===== src/rtl/uart_rx_ctrl.sv =====
// uart_rx_ctrl: receive-side controller for the UART receiver.
// Sequences the receiver enable and turns the level-style byte-ready flag into
// single push events. Buffers bytes in a FIFO with a valid/ready output stream
// and raises an interrupt on threshold, idle timeout or overrun.
module uart_rx_ctrl #(
  parameter int unsigned FIFO_DEPTH     = 16,
  parameter int unsigned TIMEOUT_CYCLES = 4096,
  localparam int unsigned LW            = $clog2(FIFO_DEPTH) + 1
) (
  input  logic          clk,
  input  logic          rst,
  input  logic          cfg_en,
  input  logic          cfg_flush,
  input  logic [LW-1:0] cfg_thresh,
  input  logic          ovr_clr,
  output logic          rx_en,
  input  logic          rx_ready,
  input  logic [7:0]    rx_data,
  output logic          m_valid,
  input  logic          m_ready,
  output logic [7:0]    m_data,
  output logic [LW-1:0] level,
  output logic          overrun,
  output logic          timeout,
  output logic          irq
);

  localparam int unsigned PW = $clog2(FIFO_DEPTH);
  localparam int unsigned CW = $clog2(TIMEOUT_CYCLES + 1);

  typedef enum logic [1:0] {
    S_OFF = 2'd0,
    S_ARM = 2'd1,
    S_RUN = 2'd2
  } state_e;

  state_e          state_q;
  logic            rx_en_q;
  logic            rdy_q;

  logic [7:0]      mem_q [FIFO_DEPTH];
  logic [PW-1:0]   wr_ptr_q, wr_ptr_d;
  logic [PW-1:0]   rd_ptr_q, rd_ptr_d;
  logic [LW-1:0]   level_q, level_d;
  logic            m_valid_q;
  logic [7:0]      m_data_q, m_data_d;
  logic [CW-1:0]   idle_q, idle_d;
  logic            timeout_q, timeout_d;
  logic            overrun_q, overrun_d;
  logic            irq_q, irq_d;

  logic            new_byte;
  logic            pop;
  logic            full;
  logic            push_acc;
  logic            drop;

  // Enable sequencer: OFF -> ARM (one cycle to absorb stale rx_ready) -> RUN
  always_ff @(posedge clk) begin
    if (rst) begin
      state_q <= S_OFF;
      rx_en_q <= 1'b0;
    end else begin
      case (state_q)
        S_OFF: begin
          if (cfg_en) begin
            state_q <= S_ARM;
            rx_en_q <= 1'b1;
          end else begin
            rx_en_q <= 1'b0;
          end
        end
        S_ARM: begin
          if (cfg_en) begin
            state_q <= S_RUN;
            rx_en_q <= 1'b1;
          end else begin
            state_q <= S_OFF;
            rx_en_q <= 1'b0;
          end
        end
        S_RUN: begin
          if (!cfg_en) begin
            state_q <= S_OFF;
            rx_en_q <= 1'b0;
          end else begin
            rx_en_q <= 1'b1;
          end
        end
        default: begin
          state_q <= S_OFF;
          rx_en_q <= 1'b0;
        end
      endcase
    end
  end

  // Delayed copy of rx_ready for rising-edge detection, tracked in every state
  always_ff @(posedge clk) begin
    if (rst) rdy_q <= 1'b0;
    else     rdy_q <= rx_ready;
  end

  assign new_byte = rx_ready & ~rdy_q & (state_q == S_RUN);

  // FIFO pointer/level, head byte, idle timer and status next-state logic
  always_comb begin
    pop       = m_valid_q & m_ready;
    full      = (level_q == LW'(FIFO_DEPTH));
    push_acc  = new_byte & ~cfg_flush & (~full | pop);
    drop      = new_byte & ~cfg_flush & full & ~pop;
    wr_ptr_d  = wr_ptr_q;
    rd_ptr_d  = rd_ptr_q;
    level_d   = level_q;
    m_data_d  = m_data_q;
    idle_d    = idle_q;
    timeout_d = timeout_q;
    overrun_d = overrun_q;
    irq_d     = 1'b0;

    if (cfg_flush) begin
      wr_ptr_d = '0;
      rd_ptr_d = '0;
      level_d  = '0;
    end else begin
      if (push_acc) wr_ptr_d = PW'(wr_ptr_q + PW'(1));
      if (pop)      rd_ptr_d = PW'(rd_ptr_q + PW'(1));
      level_d = LW'(level_q + LW'(push_acc) - LW'(pop));
    end

    // Head after this edge: the incoming byte if it lands in the head slot
    if (push_acc && (wr_ptr_q == rd_ptr_d)) m_data_d = rx_data;
    else                                    m_data_d = mem_q[rd_ptr_d];

    if (push_acc || pop || cfg_flush || (level_q == '0)) idle_d = '0;
    else if (idle_q != CW'(TIMEOUT_CYCLES))              idle_d = CW'(idle_q + CW'(1));

    if (pop || cfg_flush)                    timeout_d = 1'b0;
    else if (idle_d == CW'(TIMEOUT_CYCLES))  timeout_d = 1'b1;

    if (drop)         overrun_d = 1'b1;
    else if (ovr_clr) overrun_d = 1'b0;

    irq_d = ((cfg_thresh != '0) && (level_d >= cfg_thresh)) | timeout_d | overrun_d;
  end

  // FIFO storage; reset keeps the head output deterministic
  always_ff @(posedge clk) begin
    if (rst) begin
      for (int i = 0; i < int'(FIFO_DEPTH); i++) mem_q[i] <= '0;
    end else if (push_acc) begin
      mem_q[wr_ptr_q] <= rx_data;
    end
  end

  // Registered FIFO state and status outputs
  always_ff @(posedge clk) begin
    if (rst) begin
      wr_ptr_q  <= '0;
      rd_ptr_q  <= '0;
      level_q   <= '0;
      m_valid_q <= 1'b0;
      m_data_q  <= '0;
      idle_q    <= '0;
      timeout_q <= 1'b0;
      overrun_q <= 1'b0;
      irq_q     <= 1'b0;
    end else begin
      wr_ptr_q  <= wr_ptr_d;
      rd_ptr_q  <= rd_ptr_d;
      level_q   <= level_d;
      m_valid_q <= (level_d != '0);
      m_data_q  <= m_data_d;
      idle_q    <= idle_d;
      timeout_q <= timeout_d;
      overrun_q <= overrun_d;
      irq_q     <= irq_d;
    end
  end

  assign rx_en   = rx_en_q;
  assign m_valid = m_valid_q;
  assign m_data  = m_data_q;
  assign level   = level_q;
  assign overrun = overrun_q;
  assign timeout = timeout_q;
  assign irq     = irq_q;

endmodule


===== config.mk =====
export PLATFORM = sky130hd
export DESIGN_NAME = uart_rx_ctrl
export DESIGN_NICKNAME = d
export VERILOG_FILES = /design/src/rtl/uart_rx_ctrl.sv
export SDC_FILE = /design/constraint.sdc
export NUM_CORES = 1
export LEC_CHECK = 0
export ABC_CLOCK_PERIOD_IN_PS = 5200
export CORE_MARGIN = 10
export CORE_UTILIZATION = 55
export CTS_CLUSTER_SIZE = 40
export DETAILED_ROUTE_END_ITERATION = 6
export GPL_TIMING_DRIVEN = 0
export PLACE_DENSITY = 0.75
export SLEW_MARGIN = 10
export SYNTH_ARGS = -nofsm -noshare
export SYNTH_HDL_FRONTEND = slang
export SYNTH_SLANG_ARGS = --single-unit

===== constraint.sdc =====
create_clock -name clk -period 5.2 [get_ports clk]
set_input_delay 1.04 -clock clk [delete_from_list [all_inputs] [get_ports clk]]
set_output_delay 1.04 -clock clk [all_outputs]
set_load 0.01 [all_outputs]

==> flow_summary.json <==
{
  "status": "finished clean",
  "r2r_setup_slack_ps": 1220,
  "gp_congestion": 0.973,
  "drc": 0,
  "worstHoldPathCells": 1,
  "synth_area_mm2": 0.00845,
  "finalWirelength_mm": 21.8,
  "ant_nets": 0,
  "synth_compound_area_share_pct": 8.30,
  "synth_xor_area_share_pct": 2.18,
  "worstMarginPinSlew_ps": 872,
  "crit_path_start": "cfg_flush",
  "slowest_delay_ps": 460,
  "finClkSkew_ps": 10.1,
  "cp-end-kind": "flip-flop",
  "synth_top_area_share_pct": 45.5,
  "cp_num_cells": 19,
  "synthMuxAreaShare_pct": 1.01,
  "finalCriticalPeriod_ps": 4410,
  "cts_buffers": 17,
  "synth_fa_ha_area_share_pct": 3.05,
  "antenna_found_initial": 0,
  "avgSynthCellArea_um2": 10.3,
  "yosysUniqueCellTypes": 60,
  "yosys.area.top_type": "edfxtp_1",
  "final_cells": 1074,
  "cts.clk_slew.worst_paths_ps": 60,
  "maxCapViolCount": 0,
  "p_per_area_mw_per_mm2": 347,
  "arrival_ps": 4720,
  "synth-edff-count": 128,
  "fin_setup_tns_ps": 0,
  "placed_cells": 1042,
  "crit_chain": "clkdlybuf4s50_1 -> buf_2 -> nor3b_2 -> nand2_1 -> nor2_4 -> inv_2 -> ha_1 -> inv_1 -> ha_1 -> inv_1 -> fa_1 -> nor2_1 -> ha_1 -> a21o_1 -> a21o_1 -> a21o_1 -> a21o_1 -> a21oi_1 -> nand3_1",
  "cpMostUsedCell": "a21o_1",
  "initialDrtViolationCount": 645,
  "path_class": "in2reg",
  "grt_pass1_vias": 6441,
  "clkLatencyLatePin_ps": 430,
  "dr_total_vias": 6360,
  "fin_nets": 913,
  "cts_hold_buffers": 0,
  "crit_path_end": "irq",
  "dieArea_mm2": 0.0207,
  "finalCritPeriodShare_pct": 84.9,
  "place_hpwl_mm": 15.6,
  "ff2ff_path_depth": 19,
  "syn2layout_area_growth_pct": 14.5,
  "cts_sinks": 170,
  "placed_area_mm2": 0.00904,
  "layout_commonest_cell": "edfxtp_1",
  "die_h_um": 144,
  "final_cell_mix": "edfxtp_1, and2_1, nand2_1",
  "root_buffer": "clkbuf_16",
  "r2r-end": "irq",
  "synthArstFlopShare_pct": 0,
  "timing.rr.start": "level[3]",
  "required_ps": 5500,
  "top_level_ports": 38,
  "cts_tree": "done",
  "stdcell_area_mm2": 0.00967,
  "synth.area.top_cells": "edfxtp_1, dfxtp_1, and2_1, nand2_1, nand3_1",
  "die_x_um": 144,
  "viasPerCell": 5.92,
  "hold_class": "reg2reg",
  "yosys.area_share.simple_pct": 26.4,
  "setup_violations": 0,
  "yosysSeqAreaShare_pct": 55.5,
  "grt_overflow": 0,
  "crit_slowest_cell": "fa_1",
  "cts_resized": 0,
  "startpoint_type": "input port",
  "cts_max_level": 4,
  "drive_gt1_share_pct": 9.03,
  "synth_nets": 858,
  "ys_warn_count": 0,
  "path_max_fanout": 10,
  "grt_pass1_wl_mm": 34.3,
  "routedWlPerCell_um": 20.3,
  "numPortBuffers": 36,
  "synth-seq-cells": 170,
  "post_cts_buffers": 0,
  "path_buf_inv": 5,
  "grt_usage_pct": 21.8,
  "ctsLongestPathBuffers": 2,
  "final_core_util_pct": 63.9,
  "synth_top_family_by_area": "simple AND/OR/NAND/NOR gates",
  "ys.flop_type": "edfxtp_1",
  "rsz0062_at_grt": "false",
  "p_leak_nw": 3.65,
  "n_antenna_cell": 0,
  "rows": 45,
  "finalHoldViolations": 0,
  "grt_max_degree": 17,
  "start_util_pct": 55.8,
  "vdd_drop_max_v": 0.000368,
  "crit_family": "adder cells",
  "max_freq_mhz": 227,
  "postSynthCellCount": 818,
  "relSlewSlack_pct": 41.4,
  "core_region_area_mm2": 0.0151,
  "slew_violations": 0,
  "dr.pass1.iters": 5
}
stage by stage:
stage / total power [mW] / hold WS (ps) / worst slack, ps
floorplan: 1.84 / 453 / 1240
global placement: 1.99 / 463 / 511
detailed placement: 2.01 / 485 / 436
CTS: 3.35 / 503 / 815
global route: 3.47 / 529 / 614
finish: 3.36 / 499 / 786
metal layers:
metal | up-vias | part of all wire, % | global-route usage, %
met3 | 40 | 8.8 | 5.91
li1 | 2972 | - | -
met4 | 0 | 2.2 | 7.42
met5 | - | 0 | 0
met1 | 3064 | 42 | 27.9
met2 | 284 | 47 | 34.9
layout make-up:
| type | instances | area [um2] |
|---|---|---|
| Fill cell | 1215 | 5470 |
| Sequential cell | 170 | 4680 |
| Multi-Input combinational cell | 580 | 3450 |
| Clock buffer | 19 | 433 |
| Timing Repair Buffer | 36 | 360 |
| Tap cell | 188 | 235 |
| Buffer | 42 | 210 |
| Clock inverter | 13 | 198 |
| Inverter | 26 | 97.6 |
worst reg2reg max path: cells and delay by family (launching register included):
family | cells | cell delay, ps
buf+inv | 4 | 340
simple gates | 5 | 1090
compound gates | 5 | 800
fa+ha+maj | 5 | 1270
flops | 1 | 350
synthesized netlist by cell type (3+ instances only):
library cell / count
a21boi_0: 6
nor4_1: 9
nand2b_1: 8
dfxtp_1: 42
mux2i_1: 4
o21ai_1: 3
a211oi_1: 9
o21ai_0: 10
ha_1: 19
a31oi_1: 10
a21oi_1: 28
edfxtp_1: 128
inv_1: 23
xnor2_1: 15
nand3_1: 71
nor2_1: 51
xor2_1: 6
a22o_1: 12
and2_1: 116
a21o_1: 6
buf_2: 15
nand2_1: 106
and3_1: 5
nand4_1: 6
nor3_1: 21
or2_2: 17
buf_4: 3
nor2b_1: 4
buf_6: 3
clkbuf_1: 21
how the worst min path moves through the flow:
| stage | startpoint | to | slack (ps) |
|---|---|---|---|
| after floorplan | state_q[1] | rx_en | 450 |
| after global placement | state_q[1] | rx_en | 460 |
| after detailed placement | state_q[1] | state_q[0] | 480 |
| after CTS | state_q[1] | state_q[0] | 500 |
| after global routing | state_q[1] | state_q[0] | 530 |
| final | state_q[1] | state_q[0] | 500 |
state kept, by name, indices dropped and copies added (netlist names):
| register | flops |
|---|---|
| idle_q | 13 |
| irq | 1 |
| level | 5 |
| m_data | 8 |
| m_valid | 1 |
| mem_q | 128 |
| overrun | 1 |
| rd_ptr_q | 4 |
| rdy_q | 1 |
| rx_en | 1 |
| state_q | 2 |
| timeout | 1 |
| wr_ptr_q | 4 |
cells by family (layout without fill, tap and decap cells):
group,count (synthesis),count (layout)
fa+ha+maj,20,20
buf+inv,68,136
xor+xnor,21,21
mux,7,7
compound gates,102,102
flops,170,170
simple gates,430,430
where the power goes:
| part | switching (mW) | total (mW) | leakage [nW] | internal, mW |
|---|---|---|---|---|
| sequential | 0.0282 | 1.54 | 1.64 | 1.51 |
| clock | 0.515 | 1.36 | 0.306 | 0.849 |
| combinational | 0.271 | 0.451 | 1.70 | 0.180 |
| total | 0.814 | 3.36 | 3.65 | 2.54 |
No activity file was read; power rests on OpenSTA's default activity.
